`config.mk`:
```
export PLATFORM = sky130hd
export DESIGN_NAME = rgb2grey_pipe
export DESIGN_NICKNAME = d
export VERILOG_FILES = /design/src/rtl/rgb2grey_pipe.sv
export SDC_FILE = /design/constraint.sdc
export NUM_CORES = 1
export LEC_CHECK = 0
export BUFFER_PORTS_ARGS = -buffer_cell sky130_fd_sc_hd__buf_2
export CORE_MARGIN = 2
export CORE_UTILIZATION = 56
export DETAILED_ROUTE_END_ITERATION = 8
export PLACE_DENSITY = 0.85
export SKIP_CTS_REPAIR_TIMING = 1
export SLEW_MARGIN = 0
export SYNTH_ARGS = -nofsm -noshare
export SYNTH_HDL_FRONTEND = slang
export SYNTH_SLANG_ARGS = --single-unit
```
`constraint.sdc`:
```
create_clock -name clk -period 2.9 [get_ports clk]
set_clock_uncertainty 0.05 [all_clocks]
set_input_delay 0.58 -clock clk [delete_from_list [all_inputs] [get_ports clk]]
set_output_delay 0.58 -clock clk [all_outputs]
set_load 0.02 [all_outputs]
```
`src/rtl/rgb2grey_pipe.sv`:
```
// rgb2grey_pipe: 3-stage valid/ready RGB to grey converter.
//   S1: per-channel weighted products, plus max/green bypass value
//   S2: sum of products (+ optional rounding constant)
//   S3: shift, clamp, register result
// Optional feature: define RGB2GREY_ROUND_EN for round-half-up before the
// shift; otherwise the shift truncates. Latency is 3 cycles in both builds.
module rgb2grey_pipe #(
  parameter int DATA_W     = 8,
  parameter int COEF_W     = 9,
  parameter int COEF_SHIFT = 8,
  parameter int WR         = 77,
  parameter int WG         = 150,
  parameter int WB         = 29
) (
  input  logic              clk,
  input  logic              reset_n,
  input  logic              in_valid,
  output logic              in_ready,
  input  logic [DATA_W-1:0] red,
  input  logic [DATA_W-1:0] green,
  input  logic [DATA_W-1:0] blue,
  input  logic [1:0]        mode,
  output logic              out_valid,
  input  logic              out_ready,
  output logic [DATA_W-1:0] grey,
  output logic              sat
);

  localparam int STAGES = 3;
  localparam int PW     = DATA_W + COEF_W;      // product width
  localparam int SW     = DATA_W + COEF_W + 2;  // sum width, room for 3 terms + round

  localparam logic [COEF_W-1:0] CR   = COEF_W'(WR);
  localparam logic [COEF_W-1:0] CG   = COEF_W'(WG);
  localparam logic [COEF_W-1:0] CB   = COEF_W'(WB);
  localparam logic [COEF_W-1:0] AVGA = COEF_W'(85);
  localparam logic [COEF_W-1:0] AVGB = COEF_W'(86);
  localparam logic [SW-1:0]     MAXV = SW'({DATA_W{1'b1}});

`ifdef RGB2GREY_ROUND_EN
  localparam logic [SW-1:0] RND = SW'((2 ** COEF_SHIFT) / 2);
`else
  localparam logic [SW-1:0] RND = '0;
`endif

  // S1 payload: products for weighted modes, bypass value for max/green modes
  typedef struct packed {
    logic [PW-1:0]     pr;
    logic [PW-1:0]     pg;
    logic [PW-1:0]     pb;
    logic              byp_en;
    logic [DATA_W-1:0] byp;
  } s1_t;

  typedef struct packed {
    logic [SW-1:0]     sum;
    logic              byp_en;
    logic [DATA_W-1:0] byp;
  } s2_t;

  logic [STAGES:1] vld_pipe;
  logic            ld1, ld2, ld3;

  s1_t s1_c, s1_q;
  s2_t s2_q;

  logic [COEF_W-1:0] wr_s, wg_s, wb_s;
  logic [DATA_W-1:0] mx;
  logic [SW-1:0]     sum_c;
  logic [SW-1:0]     shifted;
  logic [DATA_W-1:0] grey_c;
  logic              sat_c;

  // stage load enables: a stage may load when empty or when it is draining
  always_comb begin
    ld3 = !vld_pipe[3] || out_ready;
    ld2 = !vld_pipe[2] || ld3;
    ld1 = !vld_pipe[1] || ld2;
  end

  assign in_ready  = ld1;
  assign out_valid = vld_pipe[3];

  // S1 combinational: weight select, products, max/green bypass
  always_comb begin
    wr_s = CR;
    wg_s = CG;
    wb_s = CB;
    if (mode == 2'b01) begin
      wr_s = AVGA;
      wg_s = AVGB;
      wb_s = AVGA;
    end
    mx = red;
    if (green > mx) mx = green;
    if (blue > mx)  mx = blue;
    s1_c        = '0;
    s1_c.pr     = PW'(red)   * PW'(wr_s);
    s1_c.pg     = PW'(green) * PW'(wg_s);
    s1_c.pb     = PW'(blue)  * PW'(wb_s);
    s1_c.byp_en = mode[1];
    s1_c.byp    = (mode == 2'b11) ? green : mx;
  end

  // S2 combinational: full-width sum plus rounding constant
  always_comb begin
    sum_c = SW'(s1_q.pr) + SW'(s1_q.pg) + SW'(s1_q.pb) + RND;
  end

  // S3 combinational: shift and clamp, bypass modes never saturate
  always_comb begin
    shifted = s2_q.sum >> COEF_SHIFT;
    grey_c  = shifted[DATA_W-1:0];
    sat_c   = 1'b0;
    if (s2_q.byp_en) begin
      grey_c = s2_q.byp;
    end else if (shifted > MAXV) begin
      grey_c = '1;
      sat_c  = 1'b1;
    end
  end

  // valid bits shift forward as each stage loads
  always_ff @(posedge clk or negedge reset_n) begin
    if (!reset_n) begin
      vld_pipe <= '0;
    end else begin
      if (ld1) vld_pipe[1] <= in_valid;
      if (ld2) vld_pipe[2] <= vld_pipe[1];
      if (ld3) vld_pipe[3] <= vld_pipe[2];
    end
  end

  // S1 register: capture accepted pixel (mode travels with it)
  always_ff @(posedge clk or negedge reset_n) begin
    if (!reset_n)               s1_q <= '0;
    else if (ld1 && in_valid)   s1_q <= s1_c;
  end

  // S2 register: sum and bypass carried along
  always_ff @(posedge clk or negedge reset_n) begin
    if (!reset_n) begin
      s2_q <= '0;
    end else if (ld2 && vld_pipe[1]) begin
      s2_q.sum    <= sum_c;
      s2_q.byp_en <= s1_q.byp_en;
      s2_q.byp    <= s1_q.byp;
    end
  end

  // S3 register: result held stable until taken downstream
  always_ff @(posedge clk or negedge reset_n) begin
    if (!reset_n) begin
      grey <= '0;
      sat  <= 1'b0;
    end else if (ld3 && vld_pipe[2]) begin
      grey <= grey_c;
      sat  <= sat_c;
    end
  end

endmodule

```
### Word-level counts from Yosys, hierarchy flattened

Cells that the tools add are included.

* register bits: 100
* output and inout bits: 11
* word-level logic and storage cells: 42

* $add $sub $neg: 2
* multiply operators: 3
* magnitude comparators: 3
* equal/unequal tests: 2
* multiplexer cells: 10
* reduce and logical (&&, ||, !) cells: 9

Operator list (count)
* 8-bit by 9-bit multiplier with 17-bit output: 3
* 8-bit 2-to-1 mux: 6
* 18-bit by 17-bit adder with 19-bit output: 1
* 17-bit by 17-bit adder with 18-bit output: 1
* 8-bit > comparator: 2
* 11-bit by 8-bit > comparator with 1-bit output, second input constant: 1
* 7-bit 2-to-1 mux: 1
* 5-bit 2-to-1 mux: 1
* 1-bit logical AND: 3
* 1-bit zero test: 3
* 1-bit logical OR: 3
* 2-bit by 1-bit equality test with 1-bit output, second input constant: 1
* 2-bit equality test, second input constant: 1
* 1-bit 2-to-1 mux: 2

### Logic depth before layout (Yosys ltp)

* depth after elaboration: 5
* depth in mapped cells: 17
* mapped depth without buffers: 16

### Worst setup path before layout

OpenSTA, ideal clock, no wires.

* kind: input-to-reg
* from: input mode[0]
* to: register s1_q[23] (netlist bit)
* arrival: 4578 ps
* data required time: 2721 ps
* slack: -1856 ps
* stages: 16
* cells stage by stage: nor2b_1 -> clkbuf_1 -> nor2_1 -> ha_1 -> inv_1 -> fa_1 -> fa_1 -> fa_1 -> inv_1 -> ha_1 -> or2_2 -> o311a_4 -> a2111oi_4 -> o2bb2ai_2 -> xor2_1 -> o21ai_1

* word-level cells in the longest chain between the ends: 3

RTL lines
* start, declared: line 22 `input logic [1:0] mode,`
* 2-bit by 1-bit equality test with 1-bit output: line 89 `if (mode == 2'b01) begin`
* 7-bit 2-to-1 mux: line 89
* 8-bit by 9-bit multiplier with 17-bit output: line 100 `s1_c.pb = PW'(blue) * PW'(wb_s);`
* end signal, assigned: line 136 `if (!reset_n) s1_q <= '0;`
* end signal, assigned: line 137 `else if (ld1 && in_valid) s1_q <= s1_c;`
* end, declared: line 64 `s1_t s1_c, s1_q;`

No other way between the ends.
A chain may end at the register's enable or synchronous reset.

### Worst setup path in the final report

* from: input mode[1]
* to: register s1_q[24] (netlist bit)

Same word-level chain as after synthesis.

==> results.cfg <==
[outcome]
status = complete, but fails checks
failed_checks = setup timing

[drt]
drt-initial-drc-count = 1105
wirelength_um = 33800
drc_errors = 0
wl_per_cell_um = 24.5
viasPerCell = 6.51
via_count = 8969
drtPass1Iterations = 6
antenna_left = 0

[yosys]
async_flop_share_pct = 100
ys_seq_elements = 88
ys_types = 61
ys_seq_area_share_pct = 24.9
yosysTopAreaCell = dfrtp_1
yosysWarnings = 0
synthTopCellsByArea = dfrtp_1 (25%), ha_1 (23%), fa_1 (13%)
synth_top_area_share_pct = 24.9
syn_area_um2 = 8830
synth_ff_type = dfrtp_1
netlist_instances = 945
syn_avg_cell_area_um2 = 9.34
synth_edf_count = 0

[sta]
finalWorstSetupSlack_ns = -1.45
min_period_ns = 4.35
max_freq_mhz = 230
drv_slew = 0
worst_pin_slew_ns = 0.885
relSlewSlack_pct = 41.0
hold_viol_final = 0
rsz0062_at_grt = yes
setup_tns_ns = -41.02
fin_crit_sh_pct = 150
setup_viol = 45

[finish]
nets = 1415
antenna_cells = 0
syn2layout_area_growth_pct = 40.7
drive_above_1_share_pct = 38.0
layout.cells.non_filler = 1378

[die]
num_rows = 45
top_level_ports = 41
die_area_um2 = 16800
chipWidth_um = 130
initial_utilization_pct = 57.6
core_area_um2 = 15300
die_h_um = 130

[pwr]
peakVddDrop_mv = 0.635
clkPwrFrac_pct = 12.1
finalPower_mw = 11.3
power_leakage_nw = 6.04
p_seq_share_pct = 18.8
p_sw_mw = 5.08
internal_power_mw = 6.19
power_density_nw_per_um2 = 907
comb_power_share_pct = 69.1
switching_share_pct = 45.1

[cts]
cts_tree = done
clk_pin_slew_ns = 0.07
cts_sinks = 88
cts_root_buf = clkbuf_16
insertion_delay_ns = 0.36
htreeDepth = 3
numCtsBuffers = 9
clock_path_buffers = 2

[worst_setup_path]
regToRegEndpoint = s2_q[21]
critPathLaunchType = input pin
cp.required_ns = 3.09
ff2ff_path_depth = 10
r2r_setup_slack_ns = -0.09
worstPathArrival_ns = 4.53
endpoint_kind = flop
path_class = in2reg
cp_max_fo = 5
r2r-start = s1_q[12]

[global_route]
grt_pass1_wl_um = 38100
antenna_found_initial = 0
grt.total_usage_pct = 29.4
first_global_vias = 7758
grt_start_max_net_pins = 47
overflow = 0

[placement]
place.gp.congestion = 0.956
hpwl_um = 19400
port_buffers = 40
post-place-cells = 1333

[flow_run]
maxCapViolCount = 0

[hold_path]
hp-class = in2async
==> cells by family after synthesis <==
| logic type | count (synthesis) | share of synthesized area (%) |
|---|---|---|
| AO/OA/AOI/OAI | 202 | 15.1 |
| XOR/XNOR | 29 | 2.88 |
| adder cells (fa/ha/maj) | 223 | 36.6 |
| buffers and inverters | 117 | 4.99 |
| flip-flops | 88 | 24.9 |
| multiplexers | 11 | 1.39 |
| other | 2 | 0.0851 |
| AND/OR/NAND/NOR | 273 | 14.0 |
==> worst max-delay path: stages <==
cell and delay [ns]:
buf_8 0.11, nand2b_4 0.16, and2_4 0.17, ha_4 0.24, ha_4 0.27, inv_4 0.03, fa_1 0.55, inv_2 0.07
fa_1 0.63, ha_4 0.24, a21o_2 0.22, a21oi_2 0.15, buf_4 0.15, o21bai_4 0.08, a2111oi_4 0.43, o31ai_2 0.16
o21ai_1 0.21, a21oi_1 0.09
==> per-stage QoR <==
| step | area (um^2) | worst slack, ns | hold slack, ns | utilization, % |
|---|---|---|---|---|
| final | 12400 | -1.45 | 0.183 | 81.1 |
| after global routing | 12400 | -1.51 | 0.234 | 81.1 |
| after CTS | 11100 | -1.27 | 0.202 | 72.8 |
| after detailed placement | 10800 | -1.67 | 0.405 | 70.6 |
| after global placement | 10800 | -1.50 | 0.395 | 70.6 |
| after floorplan | 9230 | -1.27 | 0.234 | - |
==> power groups by stage <==
| stage | Combinational [mW] | Clock (mW) | Sequential (mW) |
|---|---|---|---|
| floorplan | 3.76 | 0 | 2.01 |
| finish | 7.79 | 1.36 | 2.12 |
| global placement | 5.37 | 0 | 2.06 |
| CTS | 5.79 | 1.34 | 2.07 |
| global route | 8.23 | 1.42 | 2.14 |
| detailed placement | 5.70 | 0 | 2.08 |
==> worst max-delay path by stage <==
stage	start	endpoint	slack, ns	depth (start not counted)
global route	mode[1]	s1_q[21]	-1.51	18
floorplan	mode[0]	s1_q[23]	-1.27	17
finish	mode[1]	s1_q[24]	-1.45	18
detailed placement	mode[1]	s1_q[24]	-1.67	16
CTS	mode[1]	s1_q[21]	-1.27	16
global placement	mode[1]	s1_q[21]	-1.50	16
==> area by class of cell <==
class | count | area, um^2
Timing Repair Buffer | 226 | 1790
Clock inverter | 3 | 90.1
Multi-Input combinational cell | 743 | 7460
Tap cell | 211 | 264
Fill cell | 727 | 2900
Sequential cell | 88 | 2200
Clock buffer | 13 | 240
Inverter | 94 | 362
==> cells in the final DEF, fill, tap and decap left out, drive strengths merged, types with 12 or more instances in the layout <==
cell type / Yosys / layout
a21oi: 37 / 37
nor2: 62 / 62
a21o: 14 / 14
and2: 25 / 25
buf: 6 / 226
o21ai: 69 / 69
clkbuf: 17 / 13
nor3: 15 / 15
o21a: 12 / 12
fa: 59 / 59
xor2: 14 / 14
dfrtp: 88 / 88
ha: 164 / 164
inv: 92 / 91
nand2: 121 / 121
xnor2: 15 / 15
==> Yosys cell counts (all sizes together) (14+ instances only) <==
library cell  count
a21oi            37
nor2             62
inv              92
xor2             14
and2             25
ha              164
nand2           121
fa               59
a21o             14
xnor2            15
o21ai            69
clkbuf           17
nor3             15
dfrtp            88
==> state kept, by name, summed over array words and instances (netlist names) <==
| signal | flops |
|---|---|
| grey | 8 |
| s1_q | 57 |
| s2_q | 19 |
| sat | 1 |
| vld_pipe | 3 |
==> routing by layer <==
metal  part of all wire, %  GRT usage [%]  vias to the layer above
met2                    46           50.4                      726
met1                    35           37.7                     4255
met5                     0              0                        -
li1                      -              -                     3692
met4                   9.1           13.0                        0
met3                   9.7           3.47                      296
No activity file was read; power rests on OpenSTA's default activity.
